--- src/rtl/hazard_fwd_unit.sv ---
// Forwarding-select and load-use stall control for the 5-stage MIPS pipeline.
// Optional stall statistics counter enabled by defining HAZARD_STALL_CNT_EN.
module hazard_fwd_unit #(
    parameter int REG_ADDR_W = 5,
    parameter int NUM_SRC    = 2,
    parameter int LOAD_LAT   = 1,
    parameter int CNT_W      = 16
) (
    input  logic                           clk,
    input  logic                           rst_n,
    input  logic                           EX_MEM_RegWrite,
    input  logic [REG_ADDR_W-1:0]          EX_MEM_RegisterRd,
    input  logic                           MEM_WB_RegWrite,
    input  logic [REG_ADDR_W-1:0]          MEM_WB_RegisterRd,
    input  logic [NUM_SRC*REG_ADDR_W-1:0]  ID_EX_RegisterSrc,
    input  logic                           ID_EX_MemRead,
    input  logic [REG_ADDR_W-1:0]          ID_EX_RegisterRd,
    input  logic [NUM_SRC*REG_ADDR_W-1:0]  IF_ID_RegisterSrc,
    input  logic [NUM_SRC-1:0]             IF_ID_SrcUsed,
    input  logic                           Flush,
    output logic [2*NUM_SRC-1:0]           Forward,
    output logic                           PCWrite,
    output logic                           IF_ID_Write,
    output logic                           ID_EX_Bubble,
    output logic [CNT_W-1:0]               StallCount
);

    typedef enum logic {
        RUN   = 1'b0,
        STALL = 1'b1
    } stallState_e;

    localparam logic [3:0] REM_INIT = 4'(LOAD_LAT - 1);

    stallState_e state;
    stallState_e stateNext;
    logic [3:0]  rem;
    logic [3:0]  remNext;
    logic        srcMatch;
    logic        loadUse;
    logic        stallCycle;

    // The younger result (EX/MEM) wins over MEM/WB; register zero never forwards.
    always_comb begin
        Forward = '0;
        for (int i = 0; i < NUM_SRC; i++) begin
            if (EX_MEM_RegWrite && (EX_MEM_RegisterRd != '0) &&
                (EX_MEM_RegisterRd == ID_EX_RegisterSrc[i*REG_ADDR_W +: REG_ADDR_W])) begin
                Forward[2*i +: 2] = 2'b10;
            end else if (MEM_WB_RegWrite && (MEM_WB_RegisterRd != '0) &&
                         (MEM_WB_RegisterRd == ID_EX_RegisterSrc[i*REG_ADDR_W +: REG_ADDR_W])) begin
                Forward[2*i +: 2] = 2'b01;
            end
        end
    end

    always_comb begin
        srcMatch = 1'b0;
        for (int i = 0; i < NUM_SRC; i++) begin
            if (IF_ID_SrcUsed[i] &&
                (IF_ID_RegisterSrc[i*REG_ADDR_W +: REG_ADDR_W] == ID_EX_RegisterRd)) begin
                srcMatch = 1'b1;
            end
        end
    end

    assign loadUse = rst_n && ID_EX_MemRead && (ID_EX_RegisterRd != '0) && srcMatch;

    always_ff @(posedge clk) begin
        if (!rst_n) begin
            state <= RUN;
            rem   <= '0;
        end else begin
            state <= stateNext;
            rem   <= remNext;
        end
    end

    // rem counts the stall cycles still owed after the current one.
    always_comb begin
        stateNext = state;
        remNext   = rem;
        if (Flush) begin
            stateNext = RUN;
            remNext   = '0;
        end else begin
            case (state)
                RUN: begin
                    if (loadUse && (LOAD_LAT > 1)) begin
                        stateNext = STALL;
                        remNext   = REM_INIT;
                    end
                end
                STALL: begin
                    if (rem <= 4'd1) begin
                        stateNext = RUN;
                        remNext   = '0;
                    end else begin
                        remNext = rem - 4'd1;
                    end
                end
                default: begin
                    stateNext = RUN;
                    remNext   = '0;
                end
            endcase
        end
    end

    always_comb begin
        stallCycle = 1'b0;
        if (rst_n && !Flush) begin
            stallCycle = (state == STALL) || loadUse;
        end
        PCWrite      = !stallCycle;
        IF_ID_Write  = !stallCycle;
        ID_EX_Bubble = stallCycle;
    end

`ifdef HAZARD_STALL_CNT_EN
    logic [CNT_W-1:0] stallCountQ;

    // Saturates at all-ones so long runs never wrap back to a small value.
    always_ff @(posedge clk) begin
        if (!rst_n) begin
            stallCountQ <= '0;
        end else if (stallCycle && (stallCountQ != '1)) begin
            stallCountQ <= stallCountQ + CNT_W'(1);
        end
    end

    assign StallCount = stallCountQ;
`else
    assign StallCount = '0;
`endif

endmodule

--- config.mk ---
export PLATFORM = sky130hd
export DESIGN_NAME = hazard_fwd_unit
export DESIGN_NICKNAME = d
export VERILOG_FILES = /design/src/rtl/hazard_fwd_unit.sv
export SDC_FILE = /design/constraint.sdc
export NUM_CORES = 1
export LEC_CHECK = 0
export BUFFER_PORTS_ARGS = -buffer_cell sky130_fd_sc_hd__buf_2
export CAP_MARGIN = 20
export CORE_MARGIN = 2
export CORE_UTILIZATION = 38
export DETAILED_ROUTE_END_ITERATION = 7
export PLACE_DENSITY = 0.9
export SETUP_SLACK_MARGIN = 0.5
export SYNTH_ARGS = -nofsm -noshare
export SYNTH_HDL_FRONTEND = slang
export SYNTH_SLANG_ARGS = --single-unit
--- constraint.sdc ---
create_clock -name clk -period 2.3 [get_ports clk]
set_clock_uncertainty 0.15 [all_clocks]
set_input_delay 0.46 -clock clk [delete_from_list [all_inputs] [get_ports clk]]
set_output_delay 0.46 -clock clk [all_outputs]
set_load 0.02 [all_outputs]
==> impl_metrics.env <==
export IMPL_finalHoldViolCount=0
export IMPL_yosysWarnings=0
export IMPL_tns_ns=-0.0489
export IMPL_synth_top_family_by_area="XOR/XNOR gates"
export IMPL_routed_via_density=4.84
export IMPL_crit_path_start_kind="input port"
export IMPL_final_core_util=0.704
export IMPL_clock_latency_ns=0.24
export IMPL_drc=0
export IMPL_gr_usage_all_layers=0.214
export IMPL_ys_seq_area_frac=0.129
export IMPL_layout_setup_ws_ns=-0.0245
export IMPL_r2r_cells=6
export IMPL_antenna_found_initial=0
export IMPL_synthArstFlopShare=0
export IMPL_coreArea_um2=1940
export IMPL_syn_area_um2=778
export IMPL_cp_startpoint="MEM_WB_RegisterRd[2]"
export IMPL_die_h_um=49.3
export IMPL_period_minus_slack_ns=2.32
export IMPL_htreeDepth=1
export IMPL_grt_start_max_net_pins=9
export IMPL_violations="negative setup slack"
export IMPL_area_growth_pct=75.7
export IMPL_rsz0062_at_grt="true"
export IMPL_highest_layer="met4"
export IMPL_gp_congestion=0.816
export IMPL_synthFlopType="dfxtp_1"
export IMPL_dieArea_um2=2430
export IMPL_yosys_area_share_simple=0.222
export IMPL_synth_xor_area_frac=0.338
export IMPL_rrSetupSlack_ns=0.72
export IMPL_reg2reg_to="rem[0]"
export IMPL_first_pass_iters=4
export IMPL_p_comb_frac=0.535
export IMPL_dp_cells=180
export IMPL_wl_met3_um=190
export IMPL_clock_tree_buffer_depth=2
export IMPL_synth_most_common_cell="buf_4"
export IMPL_period_share=1.01
export IMPL_end_kind="primary output"
export IMPL_routed_wl_mm=2.63
export IMPL_power_leakage_uw=0.000612
export IMPL_crit_arrival_ns=1.71
export IMPL_antenna_cells=0
export IMPL_muxShareOfSynthArea=0.0145
export IMPL_grt_overflow=0
export IMPL_drt_initial_drc_count=4
export IMPL_status="finished with violations"
export IMPL_switching_share=0.359
export IMPL_numCtsBuffers=3
export IMPL_synthAdderAreaFrac=0.0322
export IMPL_drive_above_1_share=0.540
export IMPL_ys_ff_latch=5
export IMPL_post_dp_hpwl_mm=2.04
export IMPL_cap_viol_max_count=0
export IMPL_min_to="rem[2]"
export IMPL_intPower_uw=255
export IMPL_layout_nets=207
export IMPL_min_path_type="reg2reg"
export IMPL_num_vias=910
export IMPL_p_per_area_nw_per_um2=291
export IMPL_yosys_top_cells_count="buf_4, xnor2_1, xor2_1, nor2_1"
export IMPL_fp_row_count=16
export IMPL_max_vdd_ir_drop_v=0.000203
export IMPL_hold_buffers=0
export IMPL_port_buffers=49
export IMPL_met1_length_um=873
export IMPL_place_ws_ns=-0.0863
export IMPL_cp_required_ns=1.69
export IMPL_die_width_um=49.3
export IMPL_r2r_start="rem[0]"
export IMPL_p_switching_uw=143
export IMPL_routedWlPerCell_um=14.0
export IMPL_clk_root_buffer_cell="clkbuf_4"
export IMPL_hold_path_depth=2
export IMPL_worstHoldStart="rem[2]"
export IMPL_synthCells=96
export IMPL_synthDistinctLibCells=28
export IMPL_grt_pass1_wl_mm=3.93
export IMPL_syn_mean_instance_area_um2=8.11
export IMPL_grt_pass1_vias=928
export IMPL_instances_no_fill=188
export IMPL_seqPwrFrac=0.219
export IMPL_cts_tree="yes"
export IMPL_ant_nets=0
export IMPL_synthTopCellsByArea="xnor2_1, buf_4, xor2_1"
export IMPL_clkPwrFrac=0.246
export IMPL_setup_viol_count_final=2
export IMPL_met2WireLength_mm=1.48
export IMPL_slew_violations=0
export IMPL_netlist_area_leader_share=0.180
export IMPL_synth_compound_area_frac=0.0868
export IMPL_ios=66
export IMPL_path_clk_slew_ns=0.04
export IMPL_cts_sinks=5
export IMPL_yosysTopAreaCell="xnor2_1"
export IMPL_path_max_fanout=3
export IMPL_critPathKind="in2out"
export IMPL_synth_edff_count=0
export IMPL_fmax_mhz=430
export IMPL_start_util=0.401
-- through the flow --
step	cell area, um^2	total power (uW)	hold WS, ns
after floorplan	906	203	0.302
final	1370	398	0.341
after detailed placement	1130	262	0.343
after global placement	1130	254	0.320
after CTS	1290	385	0.347
after global routing	1370	416	0.374
-- power groups by stage --
stage | registers (uW) | logic, uW | clock network, uW
3_3_place_gp | 88.5 | 166 | 0
3_5_place_dp | 88.5 | 174 | 0
5_1_grt | 87.0 | 226 | 103
4_1_cts | 87.1 | 198 | 100
6_report | 87.1 | 213 | 97.8
2_1_floorplan | 88.5 | 114 | 0
-- state kept, by name, indices dropped and copies added (netlist names) --
name   cells
rem        4
state      1
-- critical path: stages --
cell    delay [ns]
buf_4         0.13
xor2_1        0.15
or4_4         0.53
nor4_4        0.27
buf_4         0.18
-- final cells by class --
type,instances,area [um^2]
Multi-Input combinational cell,87,743
Fill cell,144,574
Timing Repair Buffer,63,457
Sequential cell,5,100
Tap cell,27,33.8
Clock buffer,4,26.3
Inverter,2,7.51
-- layout by cell type (no fill, tap or decap), types with 3 or more instances in the layout --
master    instances
dfxtp_1           5
nor2_1            5
nand2_1           4
clkbuf_4          3
buf_6            15
or4_4             4
conb_1           16
nor4_4            4
xnor2_2           4
xnor2_1          11
xor2_1           14
buf_2            32
buf_4            15
-- how the worst max path moves through the flow --
stage                      end  slack (ns)
global placement    Forward[0]       -0.04
CTS                 Forward[0]       -0.03
finish              Forward[2]       -0.02
floorplan              PCWrite        0.07
detailed placement  Forward[0]       -0.09
global route        Forward[2]       -0.07
-- routing by layer --
layer,up-vias,track usage
met2,62,0.455
li1,432,-
met3,6,0.0245
met5,-,0
met4,0,0.138
met1,410,0.177
-- logic make-up (layout without fill, tap and decap cells) --
family / Yosys count / after routing
mux: 1 / 1
buf+inv: 19 / 69
simple gates: 28 / 28
compound gates: 10 / 10
flops: 5 / 5
xor+xnor: 30 / 30
fa+ha+maj: 2 / 2
other cells: 1 / 16
-- what timing repair did --
| item | in CTS | in global routing |
|---|---|---|
| resized for setup | 30 | 10 |
| endpoints found under the setup margin | 7 | 7 |
| setup buffers | 1 | 3 |
| pin swaps | 12 | 8 |
(Power assumes the default switching activity.)
